<file path="config.mk">
export PLATFORM = sky130hd
export DESIGN_NAME = alu_serial_seq
export DESIGN_NICKNAME = d
export VERILOG_FILES = /design/src/rtl/alu_serial_seq.sv
export SDC_FILE = /design/constraint.sdc
export NUM_CORES = 1
export LEC_CHECK = 0
export CAP_MARGIN = 40
export CELL_PAD_IN_SITES_DETAIL_PLACEMENT = 1
export CELL_PAD_IN_SITES_GLOBAL_PLACEMENT = 2
export CORE_MARGIN = 5
export CORE_UTILIZATION = 31
export CTS_CLUSTER_DIAMETER = 150
export DETAILED_ROUTE_END_ITERATION = 8
export PLACE_DENSITY_LB_ADDON = 0.15
export SYNTH_ARGS = -nofsm -noshare
export SYNTH_HDL_FRONTEND = slang
export SYNTH_SLANG_ARGS = --single-unit
</file>
<file path="constraint.sdc">
create_clock -name clk -period 2.9 [get_ports clk]
set_input_delay 0.58 -clock clk [delete_from_list [all_inputs] [get_ports clk]]
set_output_delay 0.58 -clock clk [all_outputs]
set_load 0.03 [all_outputs]
</file>
<file path="src/rtl/alu_serial_seq.sv">
// Bit-serial sequencer driving a 1-bit ALU slice LSB first, with start/busy/done handshake.
// Optional signed-overflow reporting and signed SLT correction: define ALU_SERIAL_OVERFLOW_EN.
module alu_serial_seq #(
  parameter int unsigned WIDTH = 32
) (
  input  logic             clk,
  input  logic             rst,
  input  logic             start,
  input  logic [3:0]       alu_ctl,
  input  logic [WIDTH-1:0] op_a,
  input  logic [WIDTH-1:0] op_b,
  output logic             slice_a,
  output logic             slice_b,
  output logic             slice_ainvert,
  output logic             slice_binvert,
  output logic             slice_cin,
  output logic [1:0]       slice_op,
  output logic             slice_less,
  input  logic             slice_result,
  input  logic             slice_cout,
  output logic             busy,
  output logic             done,
  output logic [WIDTH-1:0] result,
  output logic             zero,
  output logic             carry_out,
  output logic             overflow
);

  localparam int unsigned IDX_W = (WIDTH > 1) ? $clog2(WIDTH) : 1;
`ifdef ALU_SERIAL_OVERFLOW_EN
  localparam bit OVF_EN = 1'b1;
`else
  localparam bit OVF_EN = 1'b0;
`endif

  typedef enum logic [1:0] {IDLE, RUN, FIX} state_t;

  state_t           state_q, state_d;
  logic [WIDTH-1:0] a_q, a_d, b_q, b_d, work_q, work_d, result_q, result_d;
  logic [3:0]       ctl_q, ctl_d;
  logic [IDX_W-1:0] idx_q, idx_d;
  logic             carry_q, carry_d, set_q, set_d;
  logic             cout_s_q, cout_s_d, ovf_s_q, ovf_s_d;
  logic             busy_q, busy_d, done_q, done_d, zero_q, zero_d;
  logic             carry_out_q, carry_out_d, overflow_q, overflow_d;
  logic             last_bit, ovf_bit, set_bit, is_slt, is_arith;

  // Slice drive, decoded from the current state only.
  always_comb begin
    slice_a       = 1'b0;
    slice_b       = 1'b0;
    slice_ainvert = 1'b0;
    slice_binvert = 1'b0;
    slice_cin     = 1'b0;
    slice_op      = 2'd0;
    slice_less    = 1'b0;
    case (state_q)
      RUN: begin
        slice_a       = a_q[idx_q];
        slice_b       = b_q[idx_q];
        slice_ainvert = ctl_q[3];
        slice_binvert = ctl_q[2];
        slice_cin     = carry_q;
        slice_op      = (ctl_q[1:0] == 2'd3) ? 2'd2 : ctl_q[1:0];
      end
      FIX: begin
        slice_a       = a_q[0];
        slice_b       = b_q[0];
        slice_ainvert = ctl_q[3];
        slice_binvert = ctl_q[2];
        slice_cin     = ctl_q[2];
        slice_op      = 2'd3;
        slice_less    = set_q;
      end
      default: ;
    endcase
  end

  assign last_bit = (idx_q == IDX_W'(WIDTH - 1));
  assign ovf_bit  = carry_q ^ slice_cout;
  assign set_bit  = slice_result ^ (OVF_EN & ovf_bit);
  assign is_slt   = (ctl_q[1:0] == 2'd3);
  assign is_arith = ctl_q[1];

  // Next-state and registered-output logic.
  always_comb begin
    state_d     = state_q;
    a_d         = a_q;
    b_d         = b_q;
    ctl_d       = ctl_q;
    idx_d       = idx_q;
    carry_d     = carry_q;
    work_d      = work_q;
    set_d       = set_q;
    cout_s_d    = cout_s_q;
    ovf_s_d     = ovf_s_q;
    busy_d      = busy_q;
    done_d      = 1'b0;
    result_d    = result_q;
    zero_d      = zero_q;
    carry_out_d = carry_out_q;
    overflow_d  = overflow_q;
    case (state_q)
      IDLE: begin
        if (start) begin
          a_d     = op_a;
          b_d     = op_b;
          ctl_d   = alu_ctl;
          carry_d = alu_ctl[2];
          idx_d   = '0;
          busy_d  = 1'b1;
          state_d = RUN;
        end
      end
      RUN: begin
        work_d[idx_q] = slice_result;
        carry_d       = slice_cout;
        idx_d         = IDX_W'(idx_q + 1'b1);
        if (last_bit) begin
          cout_s_d = slice_cout;
          ovf_s_d  = ovf_bit;
          set_d    = set_bit;
          if (is_slt) begin
            state_d = FIX;
          end else begin
            result_d    = work_d;
            zero_d      = (work_d == '0);
            carry_out_d = slice_cout;
            overflow_d  = OVF_EN & is_arith & ovf_bit;
            done_d      = 1'b1;
            busy_d      = 1'b0;
            state_d     = IDLE;
          end
        end
      end
      FIX: begin
        result_d    = WIDTH'(slice_result);
        zero_d      = ~slice_result;
        carry_out_d = cout_s_q;
        overflow_d  = OVF_EN & is_arith & ovf_s_q;
        done_d      = 1'b1;
        busy_d      = 1'b0;
        state_d     = IDLE;
      end
      default: state_d = IDLE;
    endcase
  end

  always_ff @(posedge clk) begin
    if (rst) begin
      state_q     <= IDLE;
      a_q         <= '0;
      b_q         <= '0;
      ctl_q       <= '0;
      idx_q       <= '0;
      carry_q     <= 1'b0;
      work_q      <= '0;
      set_q       <= 1'b0;
      cout_s_q    <= 1'b0;
      ovf_s_q     <= 1'b0;
      busy_q      <= 1'b0;
      done_q      <= 1'b0;
      result_q    <= '0;
      zero_q      <= 1'b0;
      carry_out_q <= 1'b0;
      overflow_q  <= 1'b0;
    end else begin
      state_q     <= state_d;
      a_q         <= a_d;
      b_q         <= b_d;
      ctl_q       <= ctl_d;
      idx_q       <= idx_d;
      carry_q     <= carry_d;
      work_q      <= work_d;
      set_q       <= set_d;
      cout_s_q    <= cout_s_d;
      ovf_s_q     <= ovf_s_d;
      busy_q      <= busy_d;
      done_q      <= done_d;
      result_q    <= result_d;
      zero_q      <= zero_d;
      carry_out_q <= carry_out_d;
      overflow_q  <= overflow_d;
    end
  end

  assign busy      = busy_q;
  assign done      = done_q;
  assign result    = result_q;
  assign zero      = zero_q;
  assign carry_out = carry_out_q;
  assign overflow  = overflow_q;

endmodule

</file>
==> results of run 1 <==
==> cells by family after synthesis <==
group	share of synthesized area (%)
buffers and inverters	5.97
AOI/OAI and AO/OA	13.8
other	0.0559
adders and majority gates	1.68
muxes	12.2
and+or+nand+nor	22.7
DFF	43.6
==> power groups by stage <==
stage | Sequential (uW) | Clock, uW | Combinational, uW
final | 2220 | 2200 | 831
after global routing | 2240 | 2340 | 921
after CTS | 2220 | 2260 | 845
after detailed placement | 2260 | 0 | 817
after global placement | 2260 | 0 | 794
after floorplan | 2280 | 0 | 463
==> critical path, delay by kind of cell, from the launching register on <==
family                 cells  cell delay [ps]
AOI/OAI and AO/OA          2              360
buffers and inverters      3              400
DFF                        1              360
muxes                      2              770
and+or+nand+nor            1               70
==> flip-flops by register name, indices dropped and copies added (netlist names) <==
register,flops
carry_out,1
done,1
state_q,2
busy,1
carry_q,1
work_q,32
a_q,32
zero,1
idx_q,5
ctl_q,4
result,32
b_q,32
cout_s_q,1
set_q,1
==> stage by stage <==
step / instance area, um2 / hold slack, ps / util, % / TNS [ps] / worst slack, ps
final: 8870 / 454 / 41.9 / -98.0 / -57.3
after global placement: 8200 / 442 / 38.8 / 0 / 293
after detailed placement: 8200 / 448 / 38.8 / 0 / 209
after CTS: 8860 / 458 / 41.9 / -292 / -161
after global routing: 8870 / 476 / 41.9 / -310 / -155
after floorplan: 6710 / 432 / - / 0 / 255
==> cell type report <==
type,instances,share of cell area (%)
multi-input combinational,553,38.2
sequential,146,33.0
timing repair buffer,156,17.9
clock buffer,17,4.79
tap,275,3.88
clock inverter,15,1.86
inverter,8,0.338
==> how the worst max path moves through the flow <==
stage,endpoint,cells after the start,slack [ps],start
after floorplan,slice_b,6,260,idx_q[0]$_SDFFE_PP0P_
after global placement,slice_b,6,290,idx_q[0]$_SDFFE_PP0P_
after detailed placement,zero$_SDFFE_PP0P_,8,210,idx_q[0]$_SDFFE_PP0P_
after CTS,slice_b,7,-160,idx_q[0]$_SDFFE_PP0P_
after global routing,slice_a,8,-160,idx_q[0]$_SDFFE_PP0P_
final,slice_a,8,-60,idx_q[0]$_SDFFE_PP0P_
==> placed cells by master (no fill, tap or decap), types with 11 or more instances in the layout <==
cell / Yosys / final
nand2_1: 150 / 149
dfxtp_1: 146 / 145
a21oi_1: 111 / 110
clkdlybuf4s50_1: 0 / 108
nor2_1: 79 / 79
nor3_1: 36 / 35
a211oi_1: 34 / 34
buf_4: 4 / 34
mux2i_1: 33 / 33
mux4_2: 9 / 17
clkbuf_16: 0 / 17
nand4_1: 11 / 11
nand4b_1: 11 / 11
==> what timing repair did <==
| item | 4_1_cts | 5_1_grt |
|---|---|---|
| pin swaps | 1 | 3 |
| endpoints found under the hold margin | 0 | 0 |
| setup endpoints to repair | 2 | 4 |
| cloned | 2 | 0 |
| buffers inserted | 3 | 4 |
| resized for setup | 16 | 8 |
==> layer usage <==
layer / GRT usage [%] / up-vias
met4: 5.08 / 0
met5: 0 / -
li1: - / 2933
met3: 3.46 / 16
met2: 27.7 / 115
met1: 20.9 / 2912
==> impl_metrics.ini, run 1 <==
[clock_network]
h-tree-depth = 4
insertion_delay_ps = 430
cts_buffer_depth = 2
hold_buffers = 0
cts_root_buffer = clkbuf_16
cts_sinks = 146
path_clk_slew_ps = 60
cts_tree = done
cts_made_buffers = 17

[routing]
wirelength_um = 19900
wl_per_cell_um = 17.0
wl_met2_um = 9880
dr.pass1.iters = 6
drc = 0
final_antenna_net_count = 0
drt_iter0_drc = 266
drt-met1-wl_um = 9050
viasPerCell = 5.11
vias = 5976
routed.top_layer = met4
wl_met3_um = 688

[yosys]
synth.avg_cell_area_um2 = 8.57
synthesis.area_um2 = 6710
async_reset_ff_share_pct = 0
synth.largest_area_cell = dfxtp_1
synth_ff_type = dfxtp_1
synth_top_area_share_pct = 43.6
synth_seq_cells = 146
synth-seq-area-share_pct = 43.6
ys_types = 42
syn-num-nets = 864
synth.area.top_cells = dfxtp_1 (44%), nand2_1 (8.4%), a21oi_1 (8.3%)
synthTopCellsByCount = nand2_1 (150), dfxtp_1 (146), a21oi_1 (111)
synth_cells = 782
synth_warnings = 0
post-synth-top-count-cell = nand2_1
synth_edf_count = 0

[worst_setup_path]
required_ps = 2320
crit_slowest_cell = mux4_2
timing.rr.start = idx_q[0]$_SDFFE_PP0P_
critPathMaxFanout = 8
rr_worst_depth = 10
critical_path_class = reg2out
cp.arrival_ps = 2380
crit_path_start_kind = flop
r2r_end = zero$_SDFFE_PP0P_
crit_path_end_kind = primary output
cpPeakStageDelay_ps = 490
cp_cell_sequence = buf_4, buf_16, mux4_2, mux2_2, a22o_1, a21oi_2, nor3_4, buf_6
regToRegSetupSlack_ps = 160

[worst_hold_path]
hp-class = reg2reg
min_from = result[0]$_SDFFE_PP0P_
min_path_cells = 2
hold-path-endpoint = result[0]$_SDFFE_PP0P_

[placed_design]
io_buffer_count = 116
hpwl_um = 13600
dpl.cell_count = 1131
place_congestion = 0.786

[sta]
grt_setup_unrepaired = true
min_period_ps = 2960
fin_ws_ps = -57.3
fin_crit_sh_pct = 102
worst_pin_slew_ps = 693
drv_slew = 0
slew_headroom_pct = 53.8
hold_violations = 0
clock.fmax_mhz = 338
skew_ps = 5.02
setup_viol = 2

[floorplanning]
start_util_pct = 31.7
dieHeight_um = 157
die-area_um2 = 24700
io_pins = 118
coreArea_um2 = 21200
dieWidth_um = 157
rows = 53

[pwr]
max-vdd-ir-drop_uv = 280
p_leak_uw = 0.00333
p_sw_uw = 1520
power_frac_comb_pct = 15.8
swShare_pct = 28.9
power.total_uw = 5250
seqPwrFrac_pct = 42.3
pwr-share-clk_pct = 41.9
power_density_nw_per_um2 = 592
p_int_uw = 3730

[finish]
multi_input_area_um2 = 3390
nNetsFinal = 964
fillCellCount = 2462
diodes = 0
drive_gt1_share_pct = 12.4
instances_no_fill = 1170
seq_area_um2 = 2930
area_growth_pct = 32.3

[status]
status = complete, but fails checks
violations = negative setup slack

[global_route]
grt_pass1_vias = 6150
antenna_found_initial = 0
grt_max_degree = 71
grt_first_pass_wirelength_um = 32400
grt_remaining_overflow = 0
grt_usage_pct = 16.3

[run]
maxCapViolations = 0
(Power assumes the default switching activity.)
==> run 2, diff against run 1 <==
--- a/config.mk
+++ b/config.mk
@@ -10,7 +10,7 @@
 export CELL_PAD_IN_SITES_GLOBAL_PLACEMENT = 2
 export CORE_MARGIN = 5
 export CORE_UTILIZATION = 31
-export CTS_CLUSTER_DIAMETER = 150
+export CTS_CLUSTER_DIAMETER = 50
 export DETAILED_ROUTE_END_ITERATION = 8
 export PLACE_DENSITY_LB_ADDON = 0.15
 export SYNTH_ARGS = -nofsm -noshare
==> results of run 2 <==
No change in the layout: final DEF, timing and power equal those of run 1.
